--- config.mk ---
export PLATFORM = sky130hd
export DESIGN_NAME = pc_unit
export DESIGN_NICKNAME = d
export VERILOG_FILES = /design/src/rtl/pc_unit_pkg.sv /design/src/rtl/pc_unit_mux.sv /design/src/rtl/pc_unit.sv
export SDC_FILE = /design/constraint.sdc
export NUM_CORES = 1
export LEC_CHECK = 0
export BUFFER_PORTS_ARGS = -buffer_cell sky130_fd_sc_hd__buf_2
export CORE_UTILIZATION = 35
export CTS_CLUSTER_DIAMETER = 30
export CTS_CLUSTER_SIZE = 40
export DETAILED_ROUTE_END_ITERATION = 8
export PLACE_DENSITY = 0.58
export RECOVER_POWER = 100
export SLEW_MARGIN = 5
export SYNTH_ARGS = -nofsm -noshare
export SYNTH_HDL_FRONTEND = slang
export SYNTH_HIERARCHICAL = 1
export SYNTH_SLANG_ARGS = --single-unit
export TNS_END_PERCENT = 1
--- constraint.sdc ---
create_clock -name clk -period 4.34 [get_ports clk]
set_input_delay 0.868 -clock clk [delete_from_list [all_inputs] [get_ports clk]]
set_output_delay 0.868 -clock clk [all_outputs]
set_load 0.02 [all_outputs]
--- src/rtl/pc_unit_pkg.sv ---
`default_nettype none
// ============================================================================
// Module      : pc_unit_pkg
// Description : Shared definitions for the tp4 MIPS program-counter unit:
//               sequencer state encoding and default PC constants.
// Contents    : pc_state_t   - 2-bit sequencer state (IDLE/RUN/STEP/HALTED)
//               DEF_PC_INC   - default sequential increment in bytes
//               DEF_RESET_PC - default PC loaded on reset
// Revision    : 1.0 - initial release
// ============================================================================
package pc_unit_pkg;

   typedef enum logic [1:0] {
      ST_IDLE   = 2'd0,
      ST_RUN    = 2'd1,
      ST_STEP   = 2'd2,
      ST_HALTED = 2'd3
   } pc_state_t;

   localparam int          DEF_PC_INC   = 4;
   localparam logic [31:0] DEF_RESET_PC = 32'h0000_0000;

endpackage : pc_unit_pkg
`default_nettype wire

--- src/rtl/pc_unit_mux.sv ---
`default_nettype none
// ============================================================================
// Module      : pc_unit_mux
// Description : 2:1 next-PC multiplexer (sequential vs. redirect target).
// Ports       : mux_select - 0 selects mux1_in, 1 selects mux2_in
//               mux1_in    - sequential PC (pc + increment)
//               mux2_in    - aligned redirect target
//               mux_out    - selected next PC
// Revision    : 1.0 - initial release
// ============================================================================
module pc_unit_mux #(
   parameter int BUS_WIDTH = 32
) (
   input  logic                 mux_select,
   input  logic [BUS_WIDTH-1:0] mux1_in,
   input  logic [BUS_WIDTH-1:0] mux2_in,
   output logic [BUS_WIDTH-1:0] mux_out
);

   assign mux_out = mux_select ? mux2_in : mux1_in;

endmodule : pc_unit_mux
`default_nettype wire

--- src/rtl/pc_unit.sv ---
`default_nettype none
// ============================================================================
// Module      : pc_unit
// Description : Program-counter register and fetch sequencer for the tp4
//               pipelined MIPS. Holds the architectural PC, selects between
//               sequential and redirect next-PC, drives the IF/ID enable and
//               obeys debug-unit run/step/halt control.
// Ports       : clk, rst_n       - clock (rising edge), async active-low reset
//               start, step_mode - leave IDLE into STEP (1) or RUN (0)
//               step_pulse       - advance one instruction while in STEP
//               stall            - load-use hold
//               redirect_valid,
//               redirect_pc      - taken branch/jump and its target
//               halt_in          - HALT decoded for the current fetch
//               pc_out, pc_plus4 - current PC and PC + increment
//               fetch_en         - IF/ID enable this cycle
//               halted,align_err - sticky status flags
//               instr_count      - saturating count of PC advances
// Revision    : 1.0 - initial release
// ============================================================================
module pc_unit
   import pc_unit_pkg::*;
#(
   parameter int                   BUS_WIDTH = 32,
   parameter logic [BUS_WIDTH-1:0] RESET_PC  = BUS_WIDTH'(DEF_RESET_PC),
   parameter int                   PC_INC    = DEF_PC_INC
) (
   input  logic                 clk,
   input  logic                 rst_n,
   input  logic                 start,
   input  logic                 step_mode,
   input  logic                 step_pulse,
   input  logic                 stall,
   input  logic                 redirect_valid,
   input  logic [BUS_WIDTH-1:0] redirect_pc,
   input  logic                 halt_in,
   output logic [BUS_WIDTH-1:0] pc_out,
   output logic [BUS_WIDTH-1:0] pc_plus4,
   output logic                 fetch_en,
   output logic                 halted,
   output logic                 align_err,
   output logic [BUS_WIDTH-1:0] instr_count
);

   localparam logic [BUS_WIDTH-1:0] INC     = BUS_WIDTH'(PC_INC);
   localparam logic [BUS_WIDTH-1:0] CNT_ONE = BUS_WIDTH'(1);

   pc_state_t            state;
   pc_state_t            state_nxt;
   logic                 active;
   logic                 adv;
   logic                 halt_take;
   logic [BUS_WIDTH-1:0] aligned_target;
   logic [BUS_WIDTH-1:0] pc_next;

   // A cycle is "active" when the sequencer would fetch: free-running RUN,
   // or STEP with the pulse present. A pulse that lands on a stall is simply
   // lost, since nothing remembers it.
   assign active    = (state == ST_RUN) | ((state == ST_STEP) & step_pulse);
   assign halt_take = active & halt_in;
   // Redirect beats stall: a control flush must not be held by load-use.
   assign adv       = active & ~halt_in & (~stall | redirect_valid);
   assign fetch_en  = adv;
   assign halted    = (state == ST_HALTED);

   assign aligned_target = {redirect_pc[BUS_WIDTH-1:2], 2'b00};

   pc_unit_mux #(
      .BUS_WIDTH (BUS_WIDTH)
   ) u_pc_mux (
      .mux_select (redirect_valid),
      .mux1_in    (pc_plus4),
      .mux2_in    (aligned_target),
      .mux_out    (pc_next)
   );

   // ---------------------------------------------------------------------
   // Sequencer state register
   // ---------------------------------------------------------------------
   always_ff @(posedge clk or negedge rst_n) begin
      if (!rst_n) begin
         state <= ST_IDLE;
      end else begin
         state <= state_nxt;
      end
   end

   always_comb begin
      state_nxt = state;
      case (state)
         ST_IDLE: begin
            if (start) begin
               state_nxt = step_mode ? ST_STEP : ST_RUN;
            end
         end
         ST_RUN, ST_STEP: begin
            if (halt_take) begin
               state_nxt = ST_HALTED;
            end
         end
         ST_HALTED: begin
            state_nxt = ST_HALTED;
         end
         default: begin
            state_nxt = ST_IDLE;
         end
      endcase
   end

   // ---------------------------------------------------------------------
   // PC, PC+increment, sticky alignment flag and advance counter.
   // pc_plus4 is registered with pc_out so the sequential mux input never
   // sits behind an adder on the fetch path.
   // ---------------------------------------------------------------------
   always_ff @(posedge clk or negedge rst_n) begin
      if (!rst_n) begin
         pc_out      <= RESET_PC;
         pc_plus4    <= RESET_PC + INC;
         align_err   <= 1'b0;
         instr_count <= '0;
      end else if (adv) begin
         pc_out   <= pc_next;
         pc_plus4 <= pc_next + INC;
         if (redirect_valid && (redirect_pc[1:0] != 2'b00)) begin
            align_err <= 1'b1;
         end
         if (instr_count != '1) begin
            instr_count <= instr_count + CNT_ONE;
         end
      end
   end

endmodule : pc_unit
`default_nettype wire

==> impl_metrics.toml, run 1 <==
[floorplan]
core_area_mm2 = 0.01459
num_rows = 44
start_util_pct = 35.95
die-area_mm2 = 0.01548
ios = 139
die_h_um = 124.4
dieWidth_um = 124.4

[sta]
clock-skew-final_ns = 0.007671
final_hold_viol_count = 0
setup_violations = 0
maxClockFrequency_ghz = 0.2961
rsz0062_at_grt = "no"
tns_ns = 0
worst_pin_slew_ns = 2.110
min_period_ns = 3.377
drv_slew = 87
fin_crit_sh_pct = 77.82
slew_headroom_pct = -42.45

[clock_tree]
clk_pin_slew_ns = 0.07
clock_tree.buffer_depth = 2
cts.repair.resized = 0
cts_tree = "yes"
cts.sinks = 97
cts_hold_buffers = 0
clock-root-buffer = "clkbuf_16"
cts_made_buffers = 9
postCtsSetupRepairBufs = 0
htreeDepth = 3
worstSkewPairLatency_ns = 0.35

[final_layout]
final_cells = 857
fillCellCount = 1472
most-common-layout-cells = "nand2_1, clkbuf_1, dfrtp_1"
insertedDiodeCount = 0
final_common_cell = "nand2_1"
syn_to_final_growth_pct = 16.82
fin_nets = 715
drive_above_1_share_pct = 14.26

[place]
dp_hpwl_um = 9050
dp.cells = 841
gp_congestion = 0.7661
port_buffers = 138

[global_routing]
grt_pass1_wl_um = 21920
grt_pass1_vias = 4216
grt_usage_pct = 17.44
grt_max_degree = 98
overflow = 0
antenna_found_initial = 0

[pwr]
power_per_cell_area_mw_per_mm2 = 291.8
peakVddDrop_uv = 159.3
power_leakage_nw = 2.933

[critical_path]
worst-setup-path-type = "in2out"
crit_slowest_cell = "buf_2"
cp.required_ns = 3.47
crit_start = "redirect_valid"
path_cells = "buf_2, nor2b_1, or3_2, inv_1, clkbuf_1"
start_kind = "input port"
critPathMaxFanout = 19
worstReg2RegStart = "instr_count[6]"
critical_path.endpoint_type = "output port"
critPathArrivalTime_ns = 2.51
slowest_delay_ns = 0.48

[worst_hold_path]
hp-start = "pc_out[24]"
min_path_type = "reg2reg"

[synth]
synth_area_leaders = "dfrtp_1, nand2_1, mux2_4"
ys_warn_count = 6
ys_seq_area_share_pct = 46.30
syn-cell-area_mm2 = 0.005245
synth_top_area_share_pct = 45.80
synth_edf_count = 0
async_reset_ff_share_pct = 100.0
ys_ff_latch = 97
synth_ff_type = "dfrtp_1"
synth_top_area_cell = "dfrtp_1"
avgSynthCellArea_um2 = 9.767
synth.distinct_cells = 46
synthCells = 537

[flow_run]
maxCapViolCount = 2

[route]
dr_wl_met3_um = 807
drc = 0
ant_nets = 0
dr_wl_met2_um = 5795
vias = 4247
wl_met1_um = 6166
top_layer = "met4"
drt_pass1_iterations = 4
drt_wl_total_um = 12940
drt_iter0_drc = 209
avgRoutedWirePerCell_um = 15.10
via_per_inst = 4.956

[status]
outcome = "complete, but fails checks"
violations = "capacitance limit, slew limit"
[stage by stage]
stage	instance area [µm²]	hold WS, ns	power (W)	worst slack, ns	utilization, %
after floorplan	5249	0.5189	0.0009894	1.378	-
after global routing	6127	0.4938	0.001858	0.7483	42.00
final	6127	0.4762	0.001788	0.9627	42.00
after CTS	6330	0.4762	0.001819	1.069	43.39
after global placement	6047	0.4468	0.001031	1.030	41.45
after detailed placement	6047	0.4580	0.001033	0.9632	41.45
[cells by family after synthesis]
| family | share of synthesized area [%] |
|---|---|
| AOI/OAI and AO/OA | 4.914 |
| xor gates and xnor gates | 9.685 |
| adders and majority gates | 1.670 |
| buffers and inverters | 3.984 |
| DFF | 46.30 |
| muxes | 9.232 |
| other | 0.07150 |
| and+or+nand+nor | 24.14 |
[Yosys cell counts (4+ instances only)]
master	instances
nor3_1	13
ha_1	7
buf_4	4
o21ai_1	5
and4_1	7
inv_1	11
o21ai_0	27
a21oi_1	6
xnor2_1	22
xor2_1	36
nand2_1	148
nand3_1	24
nor2_1	22
mux2_4	30
and3_1	11
dfrtp_1	96
nand4_1	12
nor4_1	5
clkbuf_1	13
[critical path, delay by kind of cell]
kind                   cells  cell delay [ns]
AND/OR/NAND/NOR            2             0.57
buffers and inverters      3             1.07
[where the power goes]
part | internal, W | switching [W]
combinational | 0.0000482 | 0.0000612
sequential | 0.000904 | 0
clock | 0.000421 | 0.000354
[sequential cells by signal (all words and copies together), names as in the netlist]
register / flops
align_err: 1
state: 2
pc_out: 32
instr_count: 32
pc_plus4: 30
[final timing paths]
path / to / slack [ns] / cells after the start
worst max register to register: instr_count[14] / 0.97 / 5
worst min register to register: pc_out[24] / 0.48 / 2
min in group asynchronous: pc_out[22] / 1.06 / 1
worst min-delay path: pc_out[24] / 0.48 / 2
worst max-delay path: fetch_en / 0.96 / 5
max in group asynchronous: pc_out[5] / 1.41 / 2
[cell type report]
type / count / area [µm²] / share of cell area, %
Clock buffer: 12 / 256.5 / 4.186
Clock inverter: 4 / 26.28 / 0.4288
Inverter: 12 / 45.04 / 0.7351
Multi-Input combinational cell: 405 / 2544 / 41.52
Sequential cell: 97 / 2429 / 39.64
Tap cell: 184 / 230.2 / 3.757
Timing Repair Buffer: 143 / 596.8 / 9.741
[layer usage]
metal / global-route usage [%] / up-vias
met3: 3.952 / 10
met4: 5.386 / 0
met1: 24.61 / 2045
li1: - / 2066
met5: 0 / -
met2: 26.42 / 126
No activity file was read; power rests on OpenSTA's default activity.
==> run 2, diff against run 1 <==
Settings changed: PLACE_DENSITY 0.58 to 0.6.
Clock period 4.34 ns to 2.9 ns, I/O delays scaled along.
==> run 2 against run 1 <==
Against the previous run:
- via count down 0.52%
- hold slack got worse by 0.041 ns
- combinational power rose by 54%
- global-route usage shrank 0.097 points
- clock power rose by 57%
- the run still ends with capacitance limit, slew limit left
- final cell count increased by 0.58%
- power increased by 53%
- count of clock-buffer cells in the layout stayed put
- design area up 1.3%
==> impl_metrics.toml, run 2 (synthesis results as in run 1) <==
[final_layout]
fin_nets = 720
drive_above_1_share_pct = 15.04
seqCellArea_mm2 = 0.002429
top_regs = "instr_count x32, pc_out x32, pc_plus4 x30"
fillCellCount = 1496
final_common_cell = "nand2_1"
most-common-layout-cells = "nand2_1, clkbuf_1, dfrtp_1"
multiInputGateArea_mm2 = 0.002565
syn_to_final_growth_pct = 18.39
final_cells = 862
insertedDiodeCount = 0

[clock_tree]
cts.repair.resized = 0
clock-root-buffer = "clkbuf_16"
cts.sinks = 97
postCtsSetupRepairBufs = 0
cts_tree = "yes"
htreeDepth = 3
worstSkewPairLatency_ns = 0.35
clk_pin_slew_ns = 0.07
cts_made_buffers = 9
clock_tree.buffer_depth = 2
cts_hold_buffers = 0

[floorplan]
ios = 139
die-area_mm2 = 0.01548
start_util_pct = 35.95
core_area_mm2 = 0.01459
die_h_um = 124.4
dieWidth_um = 124.4
num_rows = 44

[global_routing]
grt_pass1_wl_um = 21750
grt_usage_pct = 17.34
grt_max_degree = 93
grt_pass1_vias = 4251
overflow = 0
antenna_found_initial = 0

[flow_run]
maxCapViolCount = 1

[sta]
worst_pin_slew_ns = 1.505
final_hold_viol_count = 0
min_period_ns = 2.635
slew_headroom_pct = -0.3635
fin_crit_sh_pct = 90.87
tns_ns = 0
setup_violations = 0
rsz0062_at_grt = "no"
maxClockFrequency_ghz = 0.3795
clock-skew-final_ns = 0.01014
drv_slew = 57

[critical_path]
critPathArrivalTime_ns = 2.06
start_kind = "register"
crit_slowest_cell = "or3_2"
path_cells = "inv_1, ha_1, a21oi_1, or3_2, inv_2, clkbuf_2"
critPathTopFamily = "buffers and inverters"
path_buf_inv = 3
cp.required_ns = 2.32
slowest_delay_ns = 0.52
critPathMaxFanout = 7
critical_path.endpoint_type = "output port"
worst-setup-path-type = "reg2out"

[route]
drc = 0
drt_wl_total_um = 12950
drt_iter0_drc = 198
drt_pass1_iterations = 4
via_per_inst = 4.901
avgRoutedWirePerCell_um = 15.02
ant_nets = 0
vias = 4225

[place]
port_buffers = 138
gp_congestion = 0.8188
dp_hpwl_um = 9444
dp.cells = 846

[pwr]
peakVddDrop_uv = 252.7
power_per_cell_area_mw_per_mm2 = 441.3
power_leakage_nw = 2.963

[status]
outcome = "complete, but fails checks"
violations = "capacitance limit, slew limit"

[worst_hold_path]
min_path_type = "in2reg"
## run 2: cell count changes in the layout (fill, tap and decap cells not counted), moves of 2 or more
cell	previous run	this run
clkbuf_1	102	104
o21ai_1	2	0
buf_4	3	5
o21ai_0	30	33
## run 2: final timing paths
kind / startpoint / end / slack [ns] / cells past startpoint
worst max-delay path: state[0] / fetch_en / 0.26 / 6
worst min register to register: align_err / align_err / 0.47 / 2
min in group asynchronous: rst_n / pc_out[24] / 0.57 / 1
worst min-delay path: halt_in / align_err / 0.44 / 2
worst max register to register: state[0] / instr_count[27] / 0.33 / 8
max in group asynchronous: rst_n / pc_plus4[17] / 0.65 / 2
## run 2: layer usage
layer  global-route usage (%)  wire length [µm]
met1                    22.62              6112
met3                    5.155               709
met5                        0                 0
met4                    3.969                82
met2                    28.18              6042
## run 2: where the power goes
part	internal, W	switching, W	leakage (nW)
clock	0.000695	0.000525	0.143
combinational	0.0000744	0.0000934	1.50
sequential	0.00135	0	1.32
## run 2: layout make-up
| cell class | count | share of cell area, % |
|---|---|---|
| clock buffer | 12 | 3.969 |
| sequential | 97 | 39.11 |
| inverter | 12 | 0.7254 |
| multi-input combinational | 405 | 41.31 |
| clock inverter | 4 | 0.8261 |
| tap | 184 | 3.707 |
| timing repair buffer | 148 | 10.36 |
## run 2: worst reg2reg max path, stage by stage (launching register included)
cell and delay (ns):
dfrtp_1 0.40, inv_1 0.14, ha_1 0.17, a21oi_1 0.09
or3_2 0.52, inv_2 0.16, o2111ai_1 0.47, nor3_1 0.39
xor2_1 0.17
## run 2: through the flow
stage / setup slack (ns) / hold slack (ns) / util [%] / cell area [µm²] / total power (W)
4_1_cts: 0.1988 / 0.3385 / 43.83 / 6395 / 0.002792
6_report: 0.2647 / 0.4354 / 42.56 / 6210 / 0.002740
3_3_place_gp: 0.2576 / 0.4524 / 41.79 / 6097 / 0.001548
5_1_grt: 0.1086 / 0.4332 / 42.56 / 6210 / 0.002847
3_5_place_dp: 0.1528 / 0.4602 / 41.79 / 6097 / 0.001551
2_1_floorplan: 0.3622 / 0.2844 / - / 5249 / 0.001481
==> run 3, diff against run 2 <==
Settings changed: ABC_AREA from default to 1, GPL_TIMING_DRIVEN from default to 0, PLACE_DENSITY 0.6 to 0.57.
Clock period 2.9 ns to 3.2 ns, I/O delays scaled along.
==> run 3 against run 2 <==
Against the previous run:
- the flow still finishes with violations (capacitance limit, slew limit)
- power up 69%
- non-clock buffer count is 20 higher
- design area increased by 13%
- sequential power rose by 43%
- combinational power increased to 9.9 times the previous value
- first-iteration DRC count increased by 79%
- setup slack got worse by 0.0071 ns
- critical path depth up 1
- critical endpoint unchanged
- highest routed layer unchanged
==> impl_metrics.toml, run 3 <==
[clock_tree]
cts_tree = "yes"
worstSkewPairLatency_ns = 0.36
cts.repair.resized = 0
cts_hold_buffers = 0
cts_made_buffers = 9
clock-root-buffer = "clkbuf_16"
postCtsSetupRepairBufs = 0
clock_tree.buffer_depth = 2
cts.sinks = 97
clk_pin_slew_ns = 0.06
htreeDepth = 3

[sta]
fin_crit_sh_pct = 91.95
drv_slew = 37
maxClockFrequency_ghz = 0.3399
setup_violations = 0
worst_pin_slew_ns = 2.114
min_period_ns = 2.942
rsz0062_at_grt = "no"
slew_headroom_pct = -40.93
tns_ns = 0
clock-skew-final_ns = 0.01500
final_hold_viol_count = 0

[pwr]
clock_power_share_pct = 22.9
p_int_w = 0.002660
power_per_cell_area_mw_per_mm2 = 659.9
peakVddDrop_uv = 361.8
seqPwrFrac_pct = 41.5
power_leakage_nw = 3.392
power.total_w = 0.004642
p_sw_share_pct = 42.69
power_frac_comb_pct = 35.7
p_switching_w = 0.001982

[place]
placed_area_mm2 = 0.006970
gp_congestion = 0.9157
port_buffers = 138
dp_hpwl_um = 13760

[global_routing]
overflow = 0
grt_pass1_vias = 5672
grt_max_degree = 62
grt_usage_pct = 21.35
antenna_found_initial = 1
grt_pass1_wl_um = 29290

[route]
drt_wl_total_um = 17870
drt_iter0_drc = 355
drc = 0
via_per_inst = 4.672
vias = 5971
ant_nets = 0
drt_pass1_iterations = 5
avgRoutedWirePerCell_um = 13.98

[synth]
synth_top_cells_by_count = "nand2_1, nor2_1, dfrtp_1"
ys_ff_latch = 97
syn-cell-area_mm2 = 0.005971
synth_top_area_share_pct = 40.23
synth_ff_type = "dfrtp_1"
ys_seq_area_share_pct = 40.67
synth_edf_count = 0
ys_warn_count = 6
synthCells = 902
yosysMostFrequentCell = "nand2_1"
synth_area_leaders = "dfrtp_1, nand2_1, nor2_1"
avgSynthCellArea_um2 = 6.619
synth.distinct_cells = 33
synth_top_area_cell = "dfrtp_1"
async_reset_ff_share_pct = 100.0

[final_layout]
syn_to_final_growth_pct = 17.81
fin_nets = 1100
top_regs = "instr_count x32, pc_out x32, pc_plus4 x30"
insertedDiodeCount = 0
post-route-util_pct = 42.27
seqCellArea_mm2 = 0.002429
drive_above_1_share_pct = 7.845
fillCellCount = 1837
final_common_cell = "nand2_1"
most-common-layout-cells = "nand2_1, clkbuf_1, nor2_1"
multiInputGateArea_mm2 = 0.003018
design_area_mm2 = 0.007034

[floorplan]
ios = 139
num_rows = 47
start_util_pct = 35.88
die_h_um = 132.6
die-area_mm2 = 0.01759
dieWidth_um = 132.6
core_area_mm2 = 0.01664

[critical_path]
rrSetupSlack_ns = 0.35
cp.required_ns = 2.56
endpoint = "fetch_en"
critPathMaxFanout = 10
crit_start = "state[0]"
reg2reg_depth = 11
worst-setup-path-type = "reg2out"
critical_path.endpoint_type = "output port"
critPathArrivalTime_ns = 2.30
start_kind = "register"
r2r_end = "instr_count[30]"
worstReg2RegStart = "instr_count[0]"

[worst_hold_path]
hp-start = "pc_out[4]"
min_path_type = "reg2reg"

[status]
violations = "capacitance limit, slew limit"
outcome = "complete, but fails checks"

[flow_run]
maxCapViolCount = 1
-- run 3: cell count changes in the layout (fill, tap and decap cells not counted), sizes merged, moves of 15 or more --
cell    change
nor2      +100
nand3      +25
xnor2      -15
mux2       -33
xor2       -25
clkbuf     +20
inv        +58
nand2     +282
-- run 3: worst min path at each step --
stage / endpoint / cells past startpoint
6_report: pc_out[4] / 2
5_1_grt: pc_out[18] / 2
4_1_cts: instr_count[0] / 1
3_5_place_dp: pc_out[2] / 2
3_3_place_gp: pc_out[6] / 2
2_1_floorplan: align_err / 0
-- run 3: metal layers --
layer,up-vias,GRT usage (%),share of wire (%)
met4,0,6.003,1.3
met2,171,35.09,47
li1,3069,-,-
met1,2711,28.16,46
met3,20,4.713,5.7
met5,-,0,0
-- run 3: final cells by class --
cell class              instances  share of cell area, %
multi-input cells             704                  42.90
flip-flops and latches         97                  34.53
repair buffers                139                  8.431
inverters                      73                  3.931
well taps                     220                  3.913
clock buffers                  14                  3.753
plain buffers                  29                  2.330
clock inverters                 2                 0.2134
-- run 3: worst max-delay path: stages (launching register included) --
cell	delay, ns
dfrtp_1	0.40
inv_1	0.13
ha_1	0.16
a21o_1	0.12
nand3_1	0.16
inv_1	0.25
clkbuf_1	0.46
clkbuf_2	0.27
-- run 3: through the flow --
step	hold slack (ns)	worst slack (ns)	std cells
3_5_place_dp	0.4597	0.4841	1262
3_3_place_gp	0.4625	0.3818	1261
4_1_cts	0.2639	0.1548	1278
6_report	0.4803	0.2576	1278
5_1_grt	0.4985	0.05255	1278
2_1_floorplan	0.3444	1.005	903
-- run 3: logic make-up (layout without fill, tap and decap cells) --
logic type | Yosys count | in the layout | synth area share (%)
AND/OR/NAND/NOR | 623 | 623 | 42.04
XOR/XNOR | 18 | 18 | 2.640
AO/OA/AOI/OAI | 54 | 54 | 4.736
flip-flops | 97 | 97 | 40.67
adder cells (fa/ha/maj) | 7 | 7 | 1.467
buffers and inverters | 102 | 257 | 8.382
other | 1 | 2 | 0.06281
-- run 3: power groups by stage --
| stage | registers, W | logic, W | clock network (W) |
|---|---|---|---|
| floorplan | 0.00235 | 0.000669 | 0 |
| global placement | 0.00195 | 0.00177 | 0 |
| detailed placement | 0.00194 | 0.00179 | 0 |
| CTS | 0.00192 | 0.00180 | 0.00110 |
| global route | 0.00198 | 0.00184 | 0.00115 |
| finish | 0.00193 | 0.00166 | 0.00106 |
